File: config.mk
export PLATFORM = sky130hd
export DESIGN_NAME = fetch_unit
export DESIGN_NICKNAME = d
export VERILOG_FILES = /design/src/rtl/fetch_unit.sv
export SDC_FILE = /design/constraint.sdc
export NUM_CORES = 1
export LEC_CHECK = 0
export CAP_MARGIN = 10
export CELL_PAD_IN_SITES_DETAIL_PLACEMENT = 1
export CELL_PAD_IN_SITES_GLOBAL_PLACEMENT = 2
export CORE_MARGIN = 5
export CORE_UTILIZATION = 29
export CTS_CLUSTER_SIZE = 14
export DETAILED_ROUTE_END_ITERATION = 16
export GPL_TIMING_DRIVEN = 0
export PLACE_DENSITY = 0.91
export SLEW_MARGIN = 20
export SYNTH_ARGS = -nofsm -noshare
export SYNTH_HDL_FRONTEND = slang
export SYNTH_SLANG_ARGS = --single-unit
File: constraint.sdc
create_clock -name clk -period 6.8 [get_ports clk]
set_input_delay 1.36 -clock clk [delete_from_list [all_inputs] [get_ports clk]]
set_output_delay 1.36 -clock clk [all_outputs]
set_load 0.01 [all_outputs]
File: src/rtl/fetch_unit.sv
// Instruction-fetch stage: PC register, next-PC selection and the IF/ID pipeline register.
// Optional fetch address-error checking is enabled by defining FETCH_ADEL_CHECK_EN.
module fetch_unit #(
    parameter logic [31:0] RESET_PC = 32'h0000_3000,
    parameter logic [31:0] EXC_VEC  = 32'h0000_4180,
    parameter int unsigned IM_WORDS = 4096
) (
    input  logic        clk,
    input  logic        reset_n,
    input  logic        stall,
    input  logic [1:0]  npc_sel,
    input  logic        br_taken,
    input  logic [31:0] jr_addr,
    input  logic        exc_req,
    input  logic        eret,
    input  logic [31:0] epc,
    input  logic [31:0] instr,
    output logic [31:0] pc,
    output logic [31:0] id_instr,
    output logic [31:0] id_pc,
    output logic [31:0] id_pc8,
    output logic        id_valid,
    output logic        id_bd,
    output logic        id_exc
);

    logic [31:0] pc_q, pc_d;
    logic [31:0] id_instr_q, id_pc_q;
    logic        id_valid_q, id_bd_q, id_exc_q;

    logic [1:0]  eff_sel;
    logic [31:0] pc_plus4, id_pc_plus4, br_target, j_target;
    logic        adel;
    logic [31:0] fetch_word;

    assign pc_plus4    = pc_q + 32'd4;
    assign id_pc_plus4 = id_pc_q + 32'd4;
    assign br_target   = id_pc_plus4 + {{14{id_instr_q[15]}}, id_instr_q[15:0], 2'b00};
    assign j_target    = {id_pc_plus4[31:28], id_instr_q[25:0], 2'b00};

    // A bubble in decode must not redirect fetch.
    assign eff_sel = id_valid_q ? npc_sel : 2'b00;

    always_comb begin
        pc_d = pc_plus4;
        if (exc_req) begin
            pc_d = EXC_VEC;
        end else if (eret) begin
            pc_d = epc;
        end else if (stall) begin
            pc_d = pc_q;
        end else begin
            unique case (eff_sel)
                2'b00:   pc_d = pc_plus4;
                2'b01:   pc_d = br_taken ? br_target : pc_plus4;
                2'b10:   pc_d = j_target;
                2'b11:   pc_d = jr_addr;
                default: pc_d = pc_plus4;
            endcase
        end
    end

`ifdef FETCH_ADEL_CHECK_EN
    localparam logic [32:0] ImLo = {1'b0, RESET_PC};
    localparam logic [32:0] ImHi = ImLo + (33'(IM_WORDS) << 2);

    always_comb begin
        adel = (pc_q[1:0] != 2'b00) || ({1'b0, pc_q} < ImLo) || ({1'b0, pc_q} >= ImHi);
        fetch_word = adel ? 32'h0 : instr;
    end
`else
    always_comb begin
        adel       = 1'b0;
        fetch_word = instr;
    end
`endif

    always_ff @(posedge clk) begin
        if (!reset_n) begin
            pc_q       <= RESET_PC;
            id_instr_q <= 32'h0;
            id_pc_q    <= 32'h0;
            id_valid_q <= 1'b0;
            id_bd_q    <= 1'b0;
            id_exc_q   <= 1'b0;
        end else begin
            pc_q <= pc_d;
            if (exc_req || eret) begin
                id_instr_q <= 32'h0;
                id_pc_q    <= 32'h0;
                id_valid_q <= 1'b0;
                id_bd_q    <= 1'b0;
                id_exc_q   <= 1'b0;
            end else if (!stall) begin
                id_instr_q <= fetch_word;
                id_pc_q    <= pc_q;
                id_valid_q <= 1'b1;
                // Not-taken branches still mark their successor as a delay slot.
                id_bd_q    <= id_valid_q && (npc_sel != 2'b00);
                id_exc_q   <= adel;
            end
        end
    end

    assign pc       = pc_q;
    assign id_instr = id_instr_q;
    assign id_pc    = id_pc_q;
    assign id_pc8   = id_pc_q + 32'd8;
    assign id_valid = id_valid_q;
    assign id_bd    = id_bd_q;
    assign id_exc   = id_exc_q;

endmodule

==> results of run 1 <==
[worst max-delay path, delay by kind of cell, from the launching register on]
| family | cells | cell delay, ns |
|---|---|---|
| compound gates | 3 | 0.48 |
| xor+xnor | 1 | 0.19 |
| simple gates | 9 | 2.65 |
| buf+inv | 1 | 0.33 |
| flops | 1 | 0.48 |
| fa+ha+maj | 2 | 0.63 |
[cell type report]
class                      count  area [um^2]  share of cell area (%)
multi-input combinational    917         5910                    52.0
timing repair buffer         228         2280                    20.1
sequential                    98         1960                    17.3
tap                          384          480                    4.23
buffer                        80          343                    3.02
clock buffer                   9          225                    1.98
inverter                      22         82.6                   0.727
clock inverter                 7         70.1                   0.617
antenna                        3         7.51                  0.0661
[path summary, 6_finish.rpt]
path	to	cells past startpoint
setup / recovery	pc[31]	16
hold reg to reg	id_instr[28]	2
setup reg to reg	pc[31]	16
hold / removal	id_instr[28]	2
[metrics by stage]
step | cells | setup WS [ns]
3_3_place_gp | 1729 | 2.05
4_1_cts | 1745 | 1.93
2_1_floorplan | 1117 | 3.10
6_report | 1748 | 1.90
5_1_grt | 1747 | 1.53
3_5_place_dp | 1729 | 2.00
[sequential cells by signal, indices dropped and copies added (netlist names), named ones only]
register	count
pc	30
id_valid	1
id_bd	1
id_pc	32
id_instr	32
[layout by cell type, fill, tap and decap left out, types with 41 or more instances in the layout]
| cell | Yosys | final |
|---|---|---|
| clkdlybuf4s50_1 | 0 | 228 |
| nand2_1 | 136 | 136 |
| nor2_1 | 133 | 133 |
| dfxtp_1 | 98 | 98 |
| mux2i_1 | 72 | 72 |
| a21oi_1 | 69 | 69 |
| clkbuf_1 | 62 | 61 |
| xnor2_1 | 60 | 60 |
| o21ai_0 | 59 | 59 |
| nand3_1 | 41 | 41 |
[cell usage after synthesis, types with 4 or more instances]
master and count:
buf_4 4, o21bai_1 4, o211ai_1 11, nand2_1 136, and4_1 7, dfxtp_1 98, clkbuf_1 62, o21a_1 4
o221ai_1 9, nor2_1 133, nor2b_1 5, nor3_1 20, a31oi_1 6, a21oi_1 69, o311ai_0 4, nand2b_1 13
mux2i_1 72, o22ai_1 8, a211oi_1 17, ha_1 36, a21o_1 22, nand3_1 41, nand3b_1 4, o21ai_0 59
xor2_1 34, xnor2_1 60, buf_2 7, a221oi_1 10, and3_1 26, nand4_1 30, and2_1 7, nor4_1 5
inv_1 22, or3_1 6
[per-layer routing]
| metal | vias to the layer above | part of all wire [%] | GRT usage [%] |
|---|---|---|---|
| met5 | - | 0 | 0 |
| met1 | 4860 | 42 | 32.8 |
| met2 | 380 | 47 | 43.6 |
| met3 | 86 | 6.1 | 4.85 |
| li1 | 4507 | - | - |
| met4 | 0 | 4.6 | 11.5 |
[logic make-up (layout without fill, tap and decap cells)]
family	Yosys count	after routing	synth area share, %
simple gates	447	447	25.7
xor+xnor	95	95	10.1
flops	98	98	23.7
mux	73	73	8.82
fa+ha+maj	37	37	5.67
compound gates	264	264	20.8
other cells	1	4	0.0452
buf+inv	102	346	5.11
[report_power, final]
part / internal, mW / total, mW / switching, mW
sequential: 0.587 / 0.612 / 0.0251
clock: 0.261 / 0.558 / 0.296
combinational: 0.132 / 0.285 / 0.153
==> flow_summary.yaml, run 1 <==
power:
  vdd_drop_max_mv: 0.0999
  p_per_area_nw_per_um2: 128
  total_power_mw: 1.45
  p_leak_nw: 4.45
layout:
  nets: 1497
  area_growth_pct: 37.0
  final_area_um2: 11400
  fin_util_pct: 39.9
  drive_above_1_share_pct: 3.45
  fill_cells: 3550
grt:
  grt_pass1_wl_um: 62900
  grt_pass1_vias: 10100
  antenna_found_initial: 2
  grt-ovfl-total: 0
  grt_max_degree: 20
  track_usage_pct: 26.1
logic_synthesis:
  ys_types: 80
  synth_seq_cells: 98
  syn_inst: 1117
  async_flop_share_pct: 0
  synth_top_area_share_pct: 23.7
  seq_area_frac_synth_pct: 23.7
  yosys_warnings: 0
  synth_area_per_cell_um2: 7.43
  ys_top_cells_by_area: "dfxtp_1 24%, mux2i_1 8.7%, xnor2_1 6.3%"
  synth_area_um2: 8300
  synth_top_area_cell: "dfxtp_1"
  synth_ff_type: "dfxtp_1"
  synth_nets: 1258
  synth_edf_count: 0
outcome:
  status: "complete, no violations"
routing:
  detail_route.iter0.violations: 737
  vias: 9833
  viasPerCell: 5.63
  drc: 0
  ant_nets: 0
  drtPass1Iterations: 5
  wirelength_um: 42900
  avgRoutedWirePerCell_um: 24.5
clocking:
  clockBufferDepth: 2
  cts_hold_buffers: 0
  clock-root-buffer: "clkbuf_16"
  cts_buffers: 9
  clk_pin_slew_ns: 0.09
  insertion_delay_ns: 0.38
  cts_tree: "done"
  h-tree-depth: 3
  cts_sinks: 98
  post_cts_resized: 0
  postCtsSetupBuffers: 0
setup_path:
  end_kind: "register"
  reg2reg_from: "id_pc[4]"
  critical_path.cell_chain: "ha_1 -> nand4_1 -> nor4_4 -> nand2_1 -> nor2_1 -> nand4_1 -> xnor2_1 -> ha_1 -> clkbuf_1 -> nand4_1 -> nand2b_1 -> o31ai_1 -> a21o_1 -> and4b_1 -> nor4_1 -> o31ai_1"
  crit_arrival_ns: 5.15
  startpoint: "id_pc[4]"
  crit_slowest_cell: "nor4_4"
  required_ns: 7.05
  r2r_slack_ns: 1.90
  slowest_delay_ns: 0.53
  cp-start-kind: "register"
  worstPathMaxFanout: 10
  cpMostUsedCell: "nand4_1"
  criticalPathCategory: "register to register"
die:
  io_pins: 235
  row_count: 62
  start_util_pct: 29.1
  dieArea_um2: 32100
  core_um2: 28500
  die_h_um: 179
  die_w_um: 179
place:
  place_area_um2: 11100
  gp_congestion: 0.947
  dp_hpwl_um: 34600
  port_buffers: 228
sta:
  fmax_ghz: 0.204
  setup_tns_ns: 0
  tightest_slew_ns: 1.02
  finClkSkew_ns: 0.0135
  fin_hold_ws_ns: 0.505
  timing.final.crit_share_pct: 72.1
  grt_setup_unrepaired: "false"
  maxSlewViolCount: 0
  hold_viol_final: 0
  slew_headroom_pct: 32.2
  setup_viol: 0
  min_period_ns: 4.90
run:
  maxCapViolCount: 0
hold_path:
  min_path_type: "register to register"
  hp-start: "id_instr[28]"
Power figures use the tool's default switching activity.
==> run 2: changes to the inputs <==
Settings changed: CORE_UTILIZATION 29 to 24, PLACE_DENSITY 0.91 to 0.81.
Clock period 6.8 ns to 4.2 ns, I/O delays scaled along.
==> flow_summary.yaml, run 2 (synthesized netlist as in run 1, its figures left out) <==
setup_path:
  cp-start-kind: "register"
  worstPathMaxFanout: 10
  required_ns: 4.45
  critical_path.top_delay_family: "simple AND/OR/NAND/NOR gates"
  cpMostUsedCell: "nand4_1"
  critical_path.cell_chain: "clkbuf_1 -> nand4_1 -> buf_4 -> nor4_4 -> nand2_1 -> nor2_2 -> nand4_1 -> xnor2_1 -> ha_2 -> nand4_1 -> nand2b_1 -> o31ai_1 -> a21o_2 -> o21ai_0 -> o311ai_0 -> or3b_2"
  end_kind: "register"
  reg2reg_from: "id_pc[13]"
  crit_arrival_ns: 4.30
  path_buf_inv: 2
  crit_slowest_cell: "or3b_2"
  slowest_delay_ns: 0.48
  startpoint: "id_pc[13]"
  criticalPathCategory: "register to register"
sta:
  setup_ws_ns: 0.154
  tightest_slew_ns: 1.07
  setup_tns_ns: 0
  finClkSkew_ns: 0.0133
  setup_viol: 0
  fmax_ghz: 0.247
  min_period_ns: 4.05
  maxSlewViolCount: 0
  timing.final.crit_share_pct: 96.3
  slew_headroom_pct: 28.9
  hold_viol_final: 0
clocking:
  cts_sinks: 98
  clock-root-buffer: "clkbuf_16"
  clk_pin_slew_ns: 0.09
  clockBufferDepth: 2
  h-tree-depth: 3
  cts_tree: "done"
  insertion_delay_ns: 0.38
  cts_buffers: 9
layout:
  multi_input_area_um2: 6060
  nets: 1495
  final_common_cell: "clkdlybuf4s50_1"
  antenna-diode-count: 0
  fill_cells: 4226
  regArea_um2: 1970
  drive_above_1_share_pct: 5.96
  area_growth_pct: 39.9
  layout_common_cells: "228 x clkdlybuf4s50_1, 136 x nand2_1, 128 x nor2_1"
routing:
  wirelength_um: 45100
  viasPerCell: 5.32
  vias: 9653
  detail_route.iter0.violations: 534
  ant_nets: 0
  drtPass1Iterations: 5
  avgRoutedWirePerCell_um: 24.8
  drc: 0
place:
  port_buffers: 228
  gp_congestion: 0.942
  dp_hpwl_um: 36500
  place_ws_ns: -0.694
grt:
  grt_max_degree: 20
  grt_pass1_wl_um: 65400
  track_usage_pct: 22.6
  antenna_found_initial: 2
  grt_pass1_vias: 9892
  grt-ovfl-total: 0
hold_path:
  min_path_type: "register to register"
  hp-start: "id_instr[31]"
run:
  maxCapViolCount: 0
die:
  row_count: 68
  io_pins: 235
  die_w_um: 196
  die_h_um: 196
  dieArea_um2: 38400
  core_um2: 34400
  start_util_pct: 24.1
power:
  p_leak_nw: 4.50
  total_power_mw: 2.35
  vdd_drop_max_mv: 0.198
  p_per_area_nw_per_um2: 203
outcome:
  status: "complete, no violations"
## run 2: cell types whose count changed in the layout (fill, tap and decap cells not counted), sizes merged
cell	before	now
clkbuf	73	68
buf	16	20
clkinv	2	3
diode	3	0
inv	26	24
## run 2: final cells by class
cell class	instances	share of cell area, %
inverter	22	0.712
clock inverter	6	0.431
tap	455	4.91
sequential	98	17.0
timing repair buffer	232	19.9
clock buffer	10	2.06
multi-input combinational	917	52.2
buffer	74	2.77
## run 2: worst register-to-register path, delay by kind of cell (launching register included)
family / cells / cell delay [ns]
AOI/OAI and AO/OA: 4 / 0.72
xor gates and xnor gates: 1 / 0.18
adders and majority gates: 1 / 0.36
buffers and inverters: 2 / 0.46
DFF: 1 / 0.33
and+or+nand+nor: 8 / 1.86
## run 2: through the flow
step	area, um^2	cells	hold slack [ns]	util [%]
after global routing	11600	1814	0.545	33.8
final	11600	1814	0.498	33.8
after floorplan	8300	1117	0.532	-
after global placement	11100	1800	0.475	32.4
after CTS	11500	1816	0.506	33.6
after detailed placement	11100	1800	0.488	32.4
## run 2: timing repair
item                                    CTS  global route
hold buffers                              0             0
pin swaps                                 3             4
setup buffers                             2             2
endpoints found under the setup margin   21            12
gates resized for setup                  23            17
## run 2: path summary, 6_finish.rpt
path                                endpoint  slack, ns  cells after the start
worst max-delay path                  pc[29]       0.15                     16
worst min register to register  id_instr[31]       0.50                      2
worst max register to register        pc[29]       0.15                     16
worst min-delay path            id_instr[31]       0.50                      2
## run 2: where the power goes
part	internal (mW)	leakage [nW]	switching [mW]
Combinational	0.214	3.56	0.251
Clock	0.428	0.141	0.469
Sequential	0.948	0.798	0.0412
## run 2: routing by layer
layer / wire length [um] / vias to the layer above / track usage, %
met1: 19100 / 4768 / 28.4
met4: 1990 / 4 / 9.85
met5: 21 / - / 0
met3: 2800 / 75 / 4.84
li1: - / 4485 / -
met2: 21200 / 321 / 37.5
==> run 3: changes to the inputs <==
Settings changed: CTS_CLUSTER_DIAMETER from default to 200, SETUP_SLACK_MARGIN from default to 0.3.
==> flow_summary.yaml, run 3 (synthesized netlist as in run 1, its figures left out) <==
setup_path:
  crit_arrival_ns: 4.09
  worstPathMaxFanout: 6
  crit_slowest_cell: "or3b_2"
  slowest_delay_ns: 0.47
  end_kind: "register"
  path_buf_inv: 0
  critical_path.cell_chain: "ha_1 -> nand3_2 -> nor2_4 -> nand3_1 -> xnor2_2 -> ha_2 -> a21o_1 -> a221oi_4 -> o21ai_1 -> o21a_1 -> a21o_2 -> o21ai_2 -> o311ai_0 -> or3b_2"
  critical_path.top_delay_family: "compound AO/OA/AOI/OAI gates"
  criticalPathCategory: "register to register"
  required_ns: 4.46
  cp-start-kind: "register"
clocking:
  clock-root-buffer: "clkbuf_16"
  h-tree-depth: 3
  cts_buffers: 9
  cts_sinks: 98
  insertion_delay_ns: 0.38
  clockBufferDepth: 2
  clk_pin_slew_ns: 0.08
  cts_tree: "done"
place:
  dp_hpwl_um: 36500
  port_buffers: 228
  place_ws_ns: -0.694
  gp_congestion: 0.942
  place_inst: 1800
power:
  total_power_mw: 2.35
  vdd_drop_max_mv: 0.198
  p_leak_nw: 4.70
  p_per_area_nw_per_um2: 197
layout:
  nets: 1516
  layout_common_cells: "227 x clkdlybuf4s50_1, 134 x nand2_1, 126 x nor2_1"
  fin_cells: 1835
  area_growth_pct: 43.9
  antenna-diode-count: 0
  drive_above_1_share_pct: 9.13
  final_common_cell: "clkdlybuf4s50_1"
sta:
  maxSlewViolCount: 0
  finClkSkew_ns: 0.0125
  slew_headroom_pct: 28.3
  timing.final.crit_share_pct: 91.2
  fin_hold_ws_ns: 0.499
  grt_setup_unrepaired: "true"
  tightest_slew_ns: 1.08
  hold_viol_final: 0
  setup_ws_ns: 0.368
  fmax_ghz: 0.261
  min_period_ns: 3.83
  setup_viol: 0
grt:
  track_usage_pct: 22.7
  grt_pass1_vias: 9919
  antenna_found_initial: 2
  grt_max_degree: 20
  grt_pass1_wl_um: 65800
  grt-ovfl-total: 0
routing:
  wirelength_um: 45300
  drtPass1Iterations: 5
  viasPerCell: 5.30
  ant_nets: 0
  drc: 0
  detail_route.iter0.violations: 511
  vias: 9732
  avgRoutedWirePerCell_um: 24.7
die:
  row_count: 68
  die_h_um: 196
  start_util_pct: 24.1
  io_pins: 235
  die_w_um: 196
  core_um2: 34400
  dieArea_um2: 38400
outcome:
  status: "complete, no violations"
hold_path:
  min_path_type: "register to register"
run:
  maxCapViolCount: 0
run 3: cell count changes in the layout (fill, tap and decap cells not counted), sizes merged:
cell           before  now
buf                20   35
clkbuf             68   74
clkdlybuf4s50     228  227
dlymetal6s2s        0    1
run 3: area by class of cell:
type | instances | area, um^2
buffer | 80 | 372
clock buffer | 10 | 239
clock inverter | 6 | 50.0
fill | 4223 | 22400
inverter | 22 | 82.6
multi-input combinational | 917 | 6210
sequential | 98 | 1970
tap | 455 | 569
timing repair buffer | 247 | 2440
run 3: final timing paths:
check | from | endpoint | slack [ns] | cells past startpoint
max reg2reg | id_pc[3] | pc[29] | 0.37 | 14
min | id_instr[31] | id_instr[31] | 0.50 | 2
max | id_pc[3] | pc[29] | 0.37 | 14
min reg2reg | id_instr[31] | id_instr[31] | 0.50 | 2
run 3: worst reg2reg max path, stage by stage, from the launching register on:
cell	delay, ns
dfxtp_4	0.39
ha_1	0.21
nand3_2	0.18
nor2_4	0.16
nand3_1	0.13
xnor2_2	0.28
ha_2	0.39
a21o_1	0.23
a221oi_4	0.36
o21ai_1	0.14
o21a_1	0.21
a21o_2	0.28
o21ai_2	0.15
o311ai_0	0.13
or3b_2	0.47
run 3: through the flow:
step	utilization, %	TNS [ns]	cell area [um^2]
3_3_place_gp	32.4	-5.30	11100
5_1_grt	34.7	0	11900
2_1_floorplan	-	0	8300
6_report	34.7	0	11900
3_5_place_dp	32.4	-6.24	11100
4_1_cts	33.9	0	11600
run 3: where the power goes:
group	switching [mW]	internal (mW)
registers	0.0413	0.948
clock network	0.467	0.428
logic	0.253	0.217
run 3: metal layers:
metal	GRT usage, %	vias to the layer above	wire length (um)
met3	4.84	70	2570
met2	37.9	304	21400
met4	9.54	4	1900
met5	0	-	21
met1	28.5	4823	19300
li1	-	4531	-
run 3: what timing repair did:
| item | 4_1_cts | 5_1_grt |
|---|---|---|
| setup endpoints to repair | 29 | 20 |
| pin swaps | 4 | 13 |
| hold buffers | 0 | 0 |
| gates resized for setup | 47 | 47 |
| gates cloned | 0 | 0 |
| setup buffers | 4 | 15 |
